--- src/rtl/red_pitaya_rst_clken_seq_if.sv ---
// Bundle between the config register bank (master) and the clock-enable /
// reset sequencer (slave). It carries the per-channel enable requests and
// the sequenced clock enable, reset and status outputs.
interface red_pitaya_rst_clken_seq_if #(
  parameter int NCH = 4
);
  logic [NCH-1:0] enable_i;
  logic [NCH-1:0] clk_en_o;
  logic [NCH-1:0] reset_n_o;
  logic [NCH-1:0] ready_o;
  logic           busy_o;

  modport master (
    output enable_i,
    input  clk_en_o,
    input  reset_n_o,
    input  ready_o,
    input  busy_o
  );

  modport slave (
    input  enable_i,
    output clk_en_o,
    output reset_n_o,
    output ready_o,
    output busy_o
  );
endinterface

--- src/rtl/red_pitaya_rst_clken_seq.sv ---
// Per-channel clock-enable / reset sequencer for gated DSP sub-modules.
// Power-up: clock enable first, then reset release ON_DLY+1 edges later.
// Power-down: reset asserted first, then clock enable dropped OFF_DLY+1 edges later.
// Optional macro RST_CLKEN_SEQ_STAGGER_EN: only one channel may be in WAKE at a
// time, lowest index granted first (limits inrush and reset-release bursts).
module red_pitaya_rst_clken_seq #(
  parameter int NCH     = 4,
  parameter int CNT_W   = 4,
  parameter int ON_DLY  = 3,
  parameter int OFF_DLY = 3
) (
  input  logic                         clk,
  input  logic                         rstn,
  red_pitaya_rst_clken_seq_if.slave    bus
);

  localparam logic [1:0] ST_OFF   = 2'd0;
  localparam logic [1:0] ST_WAKE  = 2'd1;
  localparam logic [1:0] ST_ON    = 2'd2;
  localparam logic [1:0] ST_SLEEP = 2'd3;

  localparam logic [CNT_W-1:0] ON_LOAD  = CNT_W'(ON_DLY);
  localparam logic [CNT_W-1:0] OFF_LOAD = CNT_W'(OFF_DLY);

  logic [1:0]       state_reg  [NCH];
  logic [1:0]       state_next [NCH];
  logic [CNT_W-1:0] cnt_reg    [NCH];
  logic [CNT_W-1:0] cnt_next   [NCH];

  // req: channel sitting in OFF/SLEEP that wants to (re)enter WAKE
  logic [NCH-1:0] req;
  logic [NCH-1:0] grant;

  logic [NCH-1:0] clk_en_next;
  logic [NCH-1:0] reset_n_next;
  logic [NCH-1:0] busy_vec;

  logic [NCH-1:0] clk_en_reg;
  logic [NCH-1:0] reset_n_reg;
  logic [NCH-1:0] ready_reg;
  logic           busy_reg;

`ifdef RST_CLKEN_SEQ_STAGGER_EN
  // Channels that will still be in WAKE after this edge; a channel leaving
  // WAKE on this edge frees the slot so the next one starts back-to-back.
  logic [NCH-1:0] stay_wake;

  // Grant the lowest-index requester, only when no channel keeps WAKE
  always_comb begin : grant_comb
    logic found;
    found = 1'b0;
    grant = '0;
    if (stay_wake == '0) begin
      for (int i = 0; i < NCH; i++) begin
        if (req[i] && !found) begin
          grant[i] = 1'b1;
          found    = 1'b1;
        end
      end
    end
  end
`else
  assign grant = req;
`endif

  genvar gi;
  generate
    for (gi = 0; gi < NCH; gi++) begin : g_ch
      assign req[gi] = bus.enable_i[gi] &&
                       ((state_reg[gi] == ST_OFF) || (state_reg[gi] == ST_SLEEP));
`ifdef RST_CLKEN_SEQ_STAGGER_EN
      assign stay_wake[gi] = (state_reg[gi] == ST_WAKE) && bus.enable_i[gi] &&
                             (cnt_reg[gi] != '0);
`endif

      // Channel FSM next-state and delay counter
      always_comb begin
        state_next[gi] = state_reg[gi];
        cnt_next[gi]   = cnt_reg[gi];
        case (state_reg[gi])
          ST_OFF: begin
            cnt_next[gi] = '0;
            if (bus.enable_i[gi] && grant[gi]) begin
              state_next[gi] = ST_WAKE;
              cnt_next[gi]   = ON_LOAD;
            end
          end
          ST_WAKE: begin
            if (!bus.enable_i[gi]) begin
              // abort: clock keeps running while the reset stays asserted
              state_next[gi] = ST_SLEEP;
              cnt_next[gi]   = OFF_LOAD;
            end else if (cnt_reg[gi] == '0) begin
              state_next[gi] = ST_ON;
            end else begin
              cnt_next[gi] = cnt_reg[gi] - CNT_W'(1);
            end
          end
          ST_ON: begin
            cnt_next[gi] = '0;
            if (!bus.enable_i[gi]) begin
              state_next[gi] = ST_SLEEP;
              cnt_next[gi]   = OFF_LOAD;
            end
          end
          default: begin // ST_SLEEP
            if (bus.enable_i[gi]) begin
              // without a grant the channel parks here with its counter frozen
              if (grant[gi]) begin
                state_next[gi] = ST_WAKE;
                cnt_next[gi]   = ON_LOAD;
              end
            end else if (cnt_reg[gi] == '0) begin
              state_next[gi] = ST_OFF;
            end else begin
              cnt_next[gi] = cnt_reg[gi] - CNT_W'(1);
            end
          end
        endcase
      end

      // Channel state and counter registers
      always_ff @(posedge clk) begin
        if (!rstn) begin
          state_reg[gi] <= ST_OFF;
          cnt_reg[gi]   <= '0;
        end else begin
          state_reg[gi] <= state_next[gi];
          cnt_reg[gi]   <= cnt_next[gi];
        end
      end

      assign clk_en_next[gi]  = (state_next[gi] != ST_OFF);
      assign reset_n_next[gi] = (state_next[gi] == ST_ON);
      assign busy_vec[gi]     = (state_next[gi] == ST_WAKE) || (state_next[gi] == ST_SLEEP);
    end
  endgenerate

  // Outputs are decoded from the next state and registered, so they line up
  // with the state register and have no combinational path from enable_i
  always_ff @(posedge clk) begin
    if (!rstn) begin
      clk_en_reg  <= '0;
      reset_n_reg <= '0;
      ready_reg   <= '0;
      busy_reg    <= 1'b0;
    end else begin
      clk_en_reg  <= clk_en_next;
      reset_n_reg <= reset_n_next;
      ready_reg   <= reset_n_next & clk_en_next;
      busy_reg    <= |busy_vec;
    end
  end

  assign bus.clk_en_o  = clk_en_reg;
  assign bus.reset_n_o = reset_n_reg;
  assign bus.ready_o   = ready_reg;
  assign bus.busy_o    = busy_reg;

endmodule

--- src/flat_wrapper.sv ---
// flat-port wrapper written by rule: the top's interface ports become plain ports
module red_pitaya_rst_clken_seq_flat 
#(
  parameter int NCH     = 4,
  parameter int CNT_W   = 4,
  parameter int ON_DLY  = 3,
  parameter int OFF_DLY = 3
)
  (clk, rstn, bus_enable_i, bus_clk_en_o, bus_reset_n_o, bus_ready_o, bus_busy_o);
  red_pitaya_rst_clken_seq_if #(.NCH(NCH)) bus_i ();
  input  logic clk;
  input  logic rstn;
  input wire logic [$bits(bus_i.enable_i)-1:0] bus_enable_i;
  output wire logic [$bits(bus_i.clk_en_o)-1:0] bus_clk_en_o;
  output wire logic [$bits(bus_i.reset_n_o)-1:0] bus_reset_n_o;
  output wire logic [$bits(bus_i.ready_o)-1:0] bus_ready_o;
  output wire logic [$bits(bus_i.busy_o)-1:0] bus_busy_o;
  assign bus_i.enable_i = bus_enable_i;
  assign bus_clk_en_o = bus_i.clk_en_o;
  assign bus_reset_n_o = bus_i.reset_n_o;
  assign bus_ready_o = bus_i.ready_o;
  assign bus_busy_o = bus_i.busy_o;
  red_pitaya_rst_clken_seq #(.NCH(NCH), .CNT_W(CNT_W), .ON_DLY(ON_DLY), .OFF_DLY(OFF_DLY)) u_core (.clk(clk), .rstn(rstn), .bus(bus_i));
endmodule
--- config.mk ---
export PLATFORM = sky130hd
export DESIGN_NAME = red_pitaya_rst_clken_seq_flat
export DESIGN_NICKNAME = d
export VERILOG_FILES = /design/src/rtl/red_pitaya_rst_clken_seq_if.sv /design/src/rtl/red_pitaya_rst_clken_seq.sv /design/src/flat_wrapper.sv
export SDC_FILE = /design/constraint.sdc
export NUM_CORES = 1
export LEC_CHECK = 0
export CELL_PAD_IN_SITES_DETAIL_PLACEMENT = 1
export CELL_PAD_IN_SITES_GLOBAL_PLACEMENT = 1
export CORE_MARGIN = 1.5
export CORE_UTILIZATION = 47
export CTS_BUF_LIST = sky130_fd_sc_hd__clkbuf_16
export DETAILED_ROUTE_END_ITERATION = 10
export GPL_ROUTABILITY_DRIVEN = 0
export GPL_TIMING_DRIVEN = 0
export MAX_ROUTING_LAYER = met4
export PLACE_DENSITY_LB_ADDON = 0.1
export SLEW_MARGIN = 20
export SYNTH_ARGS = -nofsm -noshare
export SYNTH_HDL_FRONTEND = slang
export SYNTH_SLANG_ARGS = --single-unit
export TNS_END_PERCENT = 5
--- constraint.sdc ---
create_clock -name clk -period 4.9 [get_ports clk]
set_input_delay 0.735 -clock clk [delete_from_list [all_inputs] [get_ports clk]]
set_output_delay 0.735 -clock clk [all_outputs]
set_load 0.05 [all_outputs]
==> out/qor.csv, run 1 <==
metric;value;unit
Synth Area in Adders;11.6;%
Seq. cell area;661;µm²
cts hold-fix bufs;0;
Clock Tree Root;clkbuf_16;
Bufs on Longest Clock Path;2;
Worst-Margin Slew;537;ps
first-pass GRT wire length;8960;µm
CP endpoint;u_core.cnt_reg[0][3];
commonest cells after routing, fill and taps aside;dfxtp_1 (33), a21oi_1 (26), nor2_1 (24), ha_1 (20), nor2b_1 (19);
max_slew headroom;64.1;%
drt pass-1 iters;4;
Cell Rows;24;
Final nets;302;
clk sinks;33;
top_reg_cell synth;dfxtp_1;
critical path type;in2reg;
largest net degree at the start of global routing;11;
gr usage total;22.9;%
Cell Pwr Density;737;nW/µm²
largest family of logic cells by synthesized area;simple AND/OR/NAND/NOR gates;
fin crit share;46.5;%
setup TNS;0;ps
Fmax achieved;0.439;GHz
die area;5010;µm²
IO Pins;19;
layout cell share with drive strength beyond 1;6.88;%
overall routed net length;5040;µm
worst r2r path cells;6;
Synth Area in Compound Gates;23.1;%
r2r startpoint;u_core.state_reg[0][0];
Syn Nets;278;
post-CTS sizing;0;
hpwl dp;3580;µm
post-CTS setup buffers;0;
area share of and/or/nand/nor cells after synthesis;28.9;%
worst path bufs/invs;1;
Warnings, synthesis;0;
CP max-delay cell;clkdlybuf4s50_1;
CP cell instances;clkdlybuf4s50_1, nand2b_1, nor4b_2, o21ai_0, a21boi_1;
Final Instance Area;2530;µm²
worst min path class;reg2reg;
peak supply drop;308;µV
most common cell after layout, fill and taps aside;dfxtp_1;
H-tree depth;2;
final hold viol count;0;
mapped cell area;2160;µm²
Routed Antenna Nets;0;
Diodes inserted;0;
flop2flop setup slack;2910;ps
outcome;completed;
Worst Clk Skew;5.19;ps
max reg flops;16;
Vias per Instance;5.56;
fraction of registers with async set/reset;0;%
family with the most delay on the worst path;simple AND/OR/NAND/NOR gates;
CP Launch Type;input port;
Req. time, crit path;5100;ps
Seq/Total Area, Yosys;30.6;%
Worst-path clk slew;50;ps
drt wl/cell;15.4;µm
crit path capture type;register;
Num CTS Buffers;5;
Die H;70.8;µm
number of global-route vias before repair;1922;
critical path data arrival time;2470;ps
IO Port Bufs;17;
Die W;70.8;µm
Yosys reg bits;33;
initial antenna violation count;0;
syn avg cell area;8.57;µm²
XOR/XNOR Fraction of Synth Area;0.811;%
CTS tree;done;
min cycle time layout;2280;ps
fin cells;328;
Reg-to-Reg End;u_core.cnt_reg[0][3];
Yosys cell types;41;
post-synthesis mux area share;0;%
Inst Count DP;321;
Critical Path Fanout Max;7;
vias;1824;
Skew-Pair Late Insertion Delay;280;ps
# setup viols final;0;
crit-path max cell delay;590;ps
Post-route DRC;0;
total power draw;1.86;mW
Initial Util;49.3;%
Leakage;1.06;nW
RSZ-0062 raised after global routing;false;
Post-synth EDFFs;0;
total grt overflow;0;
Filler cells;545;
core area;4380;µm²
path length in cells of the critical path;5;
Placed Area;2390;µm²
Slew Viols, Final;0;
synthesis-to-layout area growth;17.0;%
Initial DRC Count;50;
MaxCap Viol Count;0;
Post-Syn Instances;252;
CP Launch Point;bus_enable_i[0];
area used by multi-input combinational logic;1390;µm²
[tightest hold or removal path, cell delays in order (launching register included)]
cell      delay (ps)
dfxtp_1          340
o21ai_0           90
a21boi_1          60
[how the worst min path moves through the flow]
stage | start | to | cells after the start
3_5_place_dp | u_core.cnt_reg[0][2] | u_core.cnt_reg[0][2] | 2
6_report | u_core.cnt_reg[0][2] | u_core.cnt_reg[0][2] | 2
4_1_cts | u_core.cnt_reg[0][2] | u_core.cnt_reg[0][2] | 2
2_1_floorplan | u_core.cnt_reg[0][3] | u_core.cnt_reg[0][3] | 2
3_3_place_gp | u_core.cnt_reg[0][3] | u_core.cnt_reg[0][3] | 2
5_1_grt | u_core.cnt_reg[0][1] | u_core.cnt_reg[0][1] | 1
[layer usage]
metal,vias to the layer above,global-route usage (%),routed length [µm]
li1,941,-,-
met2,16,35.8,2360
met5,-,-,0
met3,7,3.85,109
met4,0,6.71,66
met1,860,30.5,2510
[stage by stage]
stage	worst slack [ps]	utilization [%]	hold WS, ps
after global placement	2410	54.6	505
after floorplan	3140	-	480
final	2620	57.6	543
after CTS	2620	57.6	538
after detailed placement	2410	54.6	525
after global routing	2530	57.6	564
[logic make-up after synthesis]
group	count (synthesis)
AOI/OAI and AO/OA	75
and+or+nand+nor	98
DFF	33
adders and majority gates	20
buffers and inverters	24
xor gates and xnor gates	2
[final cells by class]
class                           count  share of cell area [%]
Sequential cell                    33                    26.1
Clock inverter                      2                   0.297
Inverter                           17                    2.52
Clock buffer                        5                    4.95
Multi-Input combinational cell    195                    55.0
Timing Repair Buffer               17                    6.73
Tap cell                           52                    2.57
Buffer                              7                    1.78
[report_power, final]
part	internal [mW]	switching, mW
logic	0.477	0.651
clock network	0.182	0.113
registers	0.365	0.0765
total	1.02	0.840
[cells in the mapped netlist, types with 2 or more instances]
| master | count | area (µm²) |
|---|---|---|
| a211oi_1 | 2 | 15.0 |
| or4b_1 | 3 | 30.0 |
| o22a_1 | 2 | 17.5 |
| nand2b_1 | 11 | 68.8 |
| nand3b_1 | 4 | 30.0 |
| o31ai_1 | 4 | 30.0 |
| clkbuf_1 | 2 | 7.51 |
| nor3b_2 | 2 | 25.0 |
| a21boi_1 | 5 | 37.5 |
| nor2b_1 | 19 | 119 |
| o21ai_0 | 12 | 60.1 |
| inv_1 | 17 | 63.8 |
| buf_4 | 5 | 37.5 |
| a21o_1 | 7 | 52.6 |
| nand4bb_1 | 2 | 22.5 |
| o221a_1 | 6 | 67.6 |
| nor3_1 | 8 | 40.0 |
| or3_1 | 2 | 12.5 |
| and2_1 | 4 | 25.0 |
| a21oi_1 | 26 | 130 |
| o21ai_1 | 2 | 10.0 |
| nand2_1 | 7 | 26.3 |
| and3_1 | 3 | 18.8 |
| nor3b_4 | 2 | 37.5 |
| a2bb2oi_1 | 2 | 17.5 |
| xor2_1 | 2 | 17.5 |
| ha_1 | 20 | 250 |
| nor4b_2 | 3 | 45.0 |
| dfxtp_1 | 33 | 661 |
| nor2_1 | 24 | 90.1 |
No activity file was read; power rests on OpenSTA's default activity.
==> inputs of run 2 (changes only) <==
Settings changed: CORE_UTILIZATION 47 to 39.
Clock period 4.9 ns to 1.9 ns, I/O delays scaled along.
==> run 2 against run 1 <==
  * Global-route usage fell by 5.2 points
  * Via count fell by 0.60%
  * Sequential power rose to 2.6 times the previous value
  * Setup slack got worse by 2600 ps
  * Critical path depth rose by 2
  * First-iteration DRC count fell by 34%
  * Count of clock-buffer cells in the layout did not move
  * Clock skew fell by 3.0 ps
  * Clock power rose to 2.5 times the previous value
  * Register-to-register slack got worse by 2900 ps
  * Critical path type is now reg2reg
  * Critical endpoint is now u_core.bus.busy_o
==> out/qor.csv, run 2 (synthesis results as in run 1) <==
metric;value;unit;change
H-tree depth;2;;unchanged
Worst-Margin Slew;535;ps;was 537 ps
commonest cells after routing, fill and taps aside;dfxtp_1 (26), a21oi_1 (25), nor2_1 (24), ha_1 (19), nor2b_1 (18);;was dfxtp_1 (33), a21oi_1 (26), nor2_1 (24), ha_1 (20), nor2b_1 (19)
post-CTS setup buffers;0;;unchanged
crit-path max cell delay;440;ps;was 590 ps
most common cell after layout, fill and taps aside;dfxtp_1;;unchanged
IO Port Bufs;17;;unchanged
die area;5990;µm²;was 5010 µm²
critical path type;reg2reg;;was in2reg
synthesis-to-layout area growth;20.9;%;was 17.0%
fin cells;347;;was 328
setup TNS;0;ps;unchanged
Post-route DRC;0;;unchanged
Cell Rows;26;;was 24
met1 GRT Util;21.4;%;was 30.5%
PnR worst setup slack;35.2;ps;was 2620 ps
Num CTS Buffers;5;;unchanged
cts hold-fix bufs;0;;unchanged
max_slew headroom;64.3;%;was 64.1%
# setup viols final;0;;unchanged
max reg flops;16;;unchanged
Critical Path Fanout Max;6;;was 7
Inst Count DP;339;;was 321
M2 GR Usage;29.6;%;was 35.8%
end of the worst hold path;u_core.state_reg[0][1];;was u_core.cnt_reg[0][2]
gr usage total;17.7;%;was 22.9%
Leakage;1.07;nW;was 1.06 nW
CTS tree;done;;unchanged
GRT Max-Usage Layer;met2;;unchanged
vias;1813;;was 1,824
layout cell share with drive strength beyond 1;11.2;%;was 6.88%
Filler cells;603;;was 545
crit path capture type;register;;unchanged
Bufs on Longest Clock Path;2;;unchanged
r2r startpoint;u_core.cnt_reg[2][0];;was u_core.state_reg[0][0]
hpwl dp;3590;µm;was 3580 µm
Initial DRC Count;33;;was 50
drt wl/cell;13.5;µm;was 15.4 µm
Reg-to-Reg End;u_core.bus.busy_o;;was u_core.cnt_reg[0][3]
core area;5240;µm²;was 4380 µm²
worst min path class;in2reg;;was reg2reg
outcome;completed;;unchanged
flop2flop setup slack;40;ps;was 2910 ps
fin crit share;98.1;%;
Diodes inserted;0;;unchanged
worst r2r path cells;7;;was 6
CP Launch Type;register;;was input port
Vias per Instance;5.22;;was 5.56
Skew-Pair Late Insertion Delay;270;ps;was 280 ps
Worst Clk Skew;2.17;ps;was 5.19 ps
Final nets;302;;unchanged
overall routed net length;4700;µm;was 5040 µm
Initial Util;41.2;%;was 49.3%
number of global-route vias before repair;1876;;was 1,922
worst hold start;rstn;;was u_core.cnt_reg[0][2]
Routed Antenna Nets;0;;unchanged
Worst-path clk slew;50;ps;about the same
Req. time, crit path;2060;ps;was 5100 ps
hold depth;3;;was 2
MaxCap Viol Count;0;;unchanged
RSZ-0062 raised after global routing;true;;was false
family with the most delay on the worst path;compound AO/OA/AOI/OAI gates;;was simple AND/OR/NAND/NOR gates
worst path bufs/invs;1;;unchanged
IO Pins;19;;unchanged
final hold viol count;0;;unchanged
first-pass GRT wire length;8380;µm;was 8960 µm
min cycle time layout;1860;ps;
CP max-delay cell;o41a_1;;was clkdlybuf4s50_1
drt pass-1 iters;4;;unchanged
Clock Tree Root;clkbuf_16;;unchanged
peak supply drop;793;µV;was 308 µV
initial antenna violation count;0;;unchanged
Die H;77.4;µm;was 70.8 µm
Die W;77.4;µm;was 70.8 µm
met3 Track Usage GR;3.76;%;was 3.85%
Place WS;-135;ps;was 2410 ps
total grt overflow;0;;unchanged
CP cell instances;inv_1, ha_1, nor3b_4, nand3b_1, a2bb2oi_1, a21oi_1, o41a_1;;was clkdlybuf4s50_1, nand2b_1, nor4b_2, o21ai_0, a21boi_1
Fmax achieved;0.536;GHz;
largest net degree at the start of global routing;11;;unchanged
critical path data arrival time;2020;ps;was 2470 ps
clk sinks;33;;unchanged
Cell Pwr Density;1880;nW/µm²;was 737 nW/µm²
Slew Viols, Final;0;;unchanged
-- run 2: changes by cell type in the layout (fill, tap and decap cells not counted), sizes merged --
cell    previous run  this run
clkinv             1         3
inv               18        17
-- run 2: metrics by stage --
step / hold WS, ps / power, mW / instance area (µm²) / utilization, %
6_report: 335 / 4.92 / 2610 / 49.9
5_1_grt: 348 / 5.34 / 2610 / 49.9
4_1_cts: 339 / 4.87 / 2570 / 49.1
3_5_place_dp: 520 / 4.04 / 2420 / 46.2
3_3_place_gp: 504 / 4.00 / 2420 / 46.2
2_1_floorplan: 480 / 3.35 / 2160 / -
-- run 2: power by group --
part	switching, mW	leakage (nW)	total, mW	internal, mW
clock	0.278	0.0687	0.751	0.473
sequential	0.189	0.274	1.15	0.957
combinational	1.73	0.726	3.02	1.29
-- run 2: repair_timing --
| item | 4_1_cts | 5_1_grt |
|---|---|---|
| setup endpoints to repair | 4 | 18 |
| gates resized for setup | 3 | 13 |
| pin swaps | 0 | 0 |
-- run 2: worst max path at each step --
stage | from | endpoint | slack [ps] | cells after the start
3_5_place_dp | bus_enable_i[0] | u_core.cnt_reg[0][0] | -130 | 5
5_1_grt | u_core.cnt_reg[2][0] | u_core.bus.busy_o | -80 | 7
4_1_cts | u_core.state_reg[0][0] | u_core.bus.busy_o | 5 | 7
2_1_floorplan | u_core.state_reg[0][0] | u_core.bus.busy_o | 230 | 7
6_report | u_core.cnt_reg[2][0] | u_core.bus.busy_o | 40 | 7
3_3_place_gp | bus_enable_i[0] | u_core.cnt_reg[0][0] | -120 | 5
-- run 2: worst register-to-register path, delay by kind of cell, from the launching register on --
| family | cells | cell delay [ps] |
|---|---|---|
| flops | 1 | 340 |
| buf+inv | 1 | 60 |
| fa+ha+maj | 1 | 180 |
| simple gates | 2 | 440 |
| compound gates | 3 | 730 |
-- run 2: layout make-up --
| type | instances | area (µm²) | share of cell area [%] |
|---|---|---|---|
| flip-flops and latches | 33 | 669 | 25.6 |
| clock inverters | 3 | 12.5 | 0.479 |
| multi-input cells | 195 | 1440 | 55.1 |
| inverters | 17 | 63.8 | 2.44 |
| well taps | 70 | 87.6 | 3.35 |
| plain buffers | 7 | 45.0 | 1.72 |
| clock buffers | 5 | 125 | 4.79 |
| repair buffers | 17 | 170 | 6.52 |
-- run 2: metal layers --
| metal | wire [µm] | vias to the layer above |
|---|---|---|
| li1 | - | 943 |
| met1 | 2320 | 843 |
| met2 | 2210 | 22 |
| met3 | 109 | 5 |
| met4 | 60 | 0 |
| met5 | 0 | - |
==> inputs of run 3 (changes only) <==
Settings changed: SETUP_SLACK_MARGIN set to 0.4.
==> run 3 against run 2 <==
  * Sequential power up 3%
  * Cell count up 4.0%
  * Via count up 6.0%
  * Global-route usage up 1.2 points
  * Largest power group unchanged
  * Largest cell class unchanged
  * Count of clock-buffer cells in the layout unchanged
  * Setup slack better by 100 ps
==> out/qor.csv, run 3 (synthesis results as in run 1) <==
metric;value;unit;change
outcome;completed;;unchanged
Clock Tree Root;clkbuf_16;;unchanged
Leakage;1.20;nW;was 1.07 nW
hold_ws;329;ps;was 335 ps
layout cell share with drive strength beyond 1;28.5;%;was 11.2%
worst hold start;rstn;;unchanged
IO Pins;19;;unchanged
Post-route DRC;0;;unchanged
vias;1921;;was 1,813
worst r2r path cells;7;;unchanged
worst path bufs/invs;2;;was 1
critical path type;reg2reg;;unchanged
r2r startpoint;u_core.state_reg[1][2];;was u_core.cnt_reg[2][0]
overall routed net length;5510;µm;was 4700 µm
end of the worst hold path;u_core.state_reg[0][1];;unchanged
Slew Viols, Final;0;;unchanged
Skew-Pair Late Insertion Delay;270;ps;about the same
peak supply drop;826;µV;was 793 µV
Die W;77.4;µm;unchanged
worst min path class;in2reg;;unchanged
Worst-path clk slew;50;ps;about the same
Worst-Margin Slew;587;ps;was 535 ps
Seq. cell area;688;µm²;was 669 µm²
clk sinks;33;;unchanged
Util after Layout;55.3;%;was 49.9%
gr usage total;18.8;%;was 17.7%
area used by multi-input combinational logic;1590;µm²;was 1440 µm²
Filler cells;606;;was 603
Initial Util;41.2;%;unchanged
Routed Antenna Nets;0;;unchanged
commonest cells after routing, fill and taps aside;nor2_1 (23), a21oi_1 (21), dfxtp_1 (21), buf_4 (20), nor2b_1 (16);;was dfxtp_1 (26), a21oi_1 (25), nor2_1 (24), ha_1 (19), nor2b_1 (18)
Cell Pwr Density;1920;nW/µm²;was 1880 nW/µm²
drt pass-1 iters;4;;unchanged
Die H;77.4;µm;unchanged
synthesis-to-layout area growth;34.1;%;was 20.9%
Cell Rows;26;;unchanged
core area;5240;µm²;unchanged
CP max-delay cell;a2111oi_2;;was o41a_1
Num CTS Buffers;5;;unchanged
first-pass GRT wire length;8830;µm;was 8380 µm
Critical Path Fanout Max;4;;was 6
max_slew headroom;60.9;%;was 64.3%
Bufs on Longest Clock Path;2;;unchanged
Initial DRC Count;48;;was 33
largest net degree at the start of global routing;11;;unchanged
CTS tree;done;;unchanged
Inst Count DP;339;;unchanged
crit-path max cell delay;440;ps;about the same
die area;5990;µm²;unchanged
critical path data arrival time;1920;ps;was 2020 ps
final hold viol count;0;;unchanged
# setup viols final;0;;unchanged
max reg flops;16;;unchanged
hpwl dp;3710;µm;was 3590 µm
Diodes inserted;0;;unchanged
fin crit share;92.6;%;was 98.1%
crit path capture type;register;;unchanged
IO Port Bufs;17;;unchanged
RSZ-0062 raised after global routing;true;;unchanged
total grt overflow;0;;unchanged
Vias per Instance;5.32;;was 5.22
H-tree depth;2;;unchanged
Fmax achieved;0.568;GHz;was 0.536 GHz
Reg-to-Reg End;u_core.cnt_reg[3][0];;was u_core.bus.busy_o
number of global-route vias before repair;1903;;was 1,876
min cycle time layout;1760;ps;was 1860 ps
CP cell instances;inv_4, ha_4, buf_4, nor2b_1, a2111oi_2, a31oi_1, o221a_2;;was inv_1, ha_1, nor3b_4, nand3b_1, a2bb2oi_1, a21oi_1, o41a_1
total power draw;5.55;mW;was 4.92 mW
Req. time, crit path;2060;ps;about the same
Worst Clk Skew;5.67;ps;was 2.17 ps
drt wl/cell;15.3;µm;was 13.5 µm
most common cell after layout, fill and taps aside;nor2_1;;was dfxtp_1
Final nets;317;;was 302
hold depth;3;;unchanged
CP Launch Type;register;;unchanged
MaxCap Viol Count;0;;unchanged
initial antenna violation count;0;;unchanged
fin cells;361;;was 347
cts hold-fix bufs;0;;unchanged
family with the most delay on the worst path;compound AO/OA/AOI/OAI gates;;unchanged
flop2flop setup slack;140;ps;was 40 ps
-- run 3: cell types whose count changed in the layout (fill, tap and decap cells not counted), sizes merged --
cell           delta
buf              +15
clkdlybuf4s50     -7
dlygate4sd2       +5
clkinv            -2
dlymetal6s2s      +2
inv               +1
-- run 3: how the worst max path moves through the flow --
stage	from	end	slack, ps	cells past startpoint
6_report	u_core.state_reg[1][2]	u_core.cnt_reg[3][0]	140	7
3_3_place_gp	bus_enable_i[0]	u_core.cnt_reg[0][0]	-140	5
3_5_place_dp	bus_enable_i[1]	u_core.cnt_reg[1][3]	-120	5
2_1_floorplan	u_core.cnt_reg[2][1]	u_core.bus.busy_o	290	7
5_1_grt	u_core.state_reg[1][2]	u_core.cnt_reg[3][0]	70	7
4_1_cts	u_core.state_reg[0][2]	u_core.cnt_reg[1][0]	140	7
-- run 3: power breakdown --
group          internal (mW)  leakage (nW)  switching (mW)
Clock                  0.468        0.0685           0.276
Sequential             0.983         0.277           0.212
Combinational           1.66         0.857            1.96
Total                   3.11          1.20            2.44
-- run 3: worst reg2reg max path: stages, from the launching register on --
cell	delay, ps
dfxtp_4	380
inv_4	50
ha_4	260
buf_4	110
nor2b_1	80
a2111oi_2	440
a31oi_1	80
o221a_2	260
-- run 3: area by class of cell --
type	count	area share, %
timing repair buffer	32	9.72
inverter	17	2.29
sequential	33	23.8
buffer	7	1.56
clock buffer	5	4.32
tap	70	3.03
clock inverter	2	0.259
multi-input combinational	195	55.1
-- run 3: timing repair --
action                     4_1_cts  5_1_grt
setup endpoints to repair       44       46
setup buffers                    4       11
gates resized for setup         23       25
pin swaps                        2       11
-- run 3: per-layer routing --
| layer | track usage, % | vias to the layer above | routed length (µm) |
|---|---|---|---|
| met4 | 6.36 | 0 | 98 |
| met2 | 30.8 | 19 | 2710 |
| li1 | - | 973 | - |
| met1 | 22.8 | 921 | 2610 |
| met3 | 4.47 | 8 | 84 |
| met5 | - | - | 0 |
-- run 3: metrics by stage --
stage	cell area [µm²]	setup slack [ps]	setup TNS, ps
floorplan	2230	292	0
global placement	2490	-137	-795
detailed placement	2490	-124	-1050
CTS	2720	137	0
global route	2900	65.8	0
finish	2900	140	0
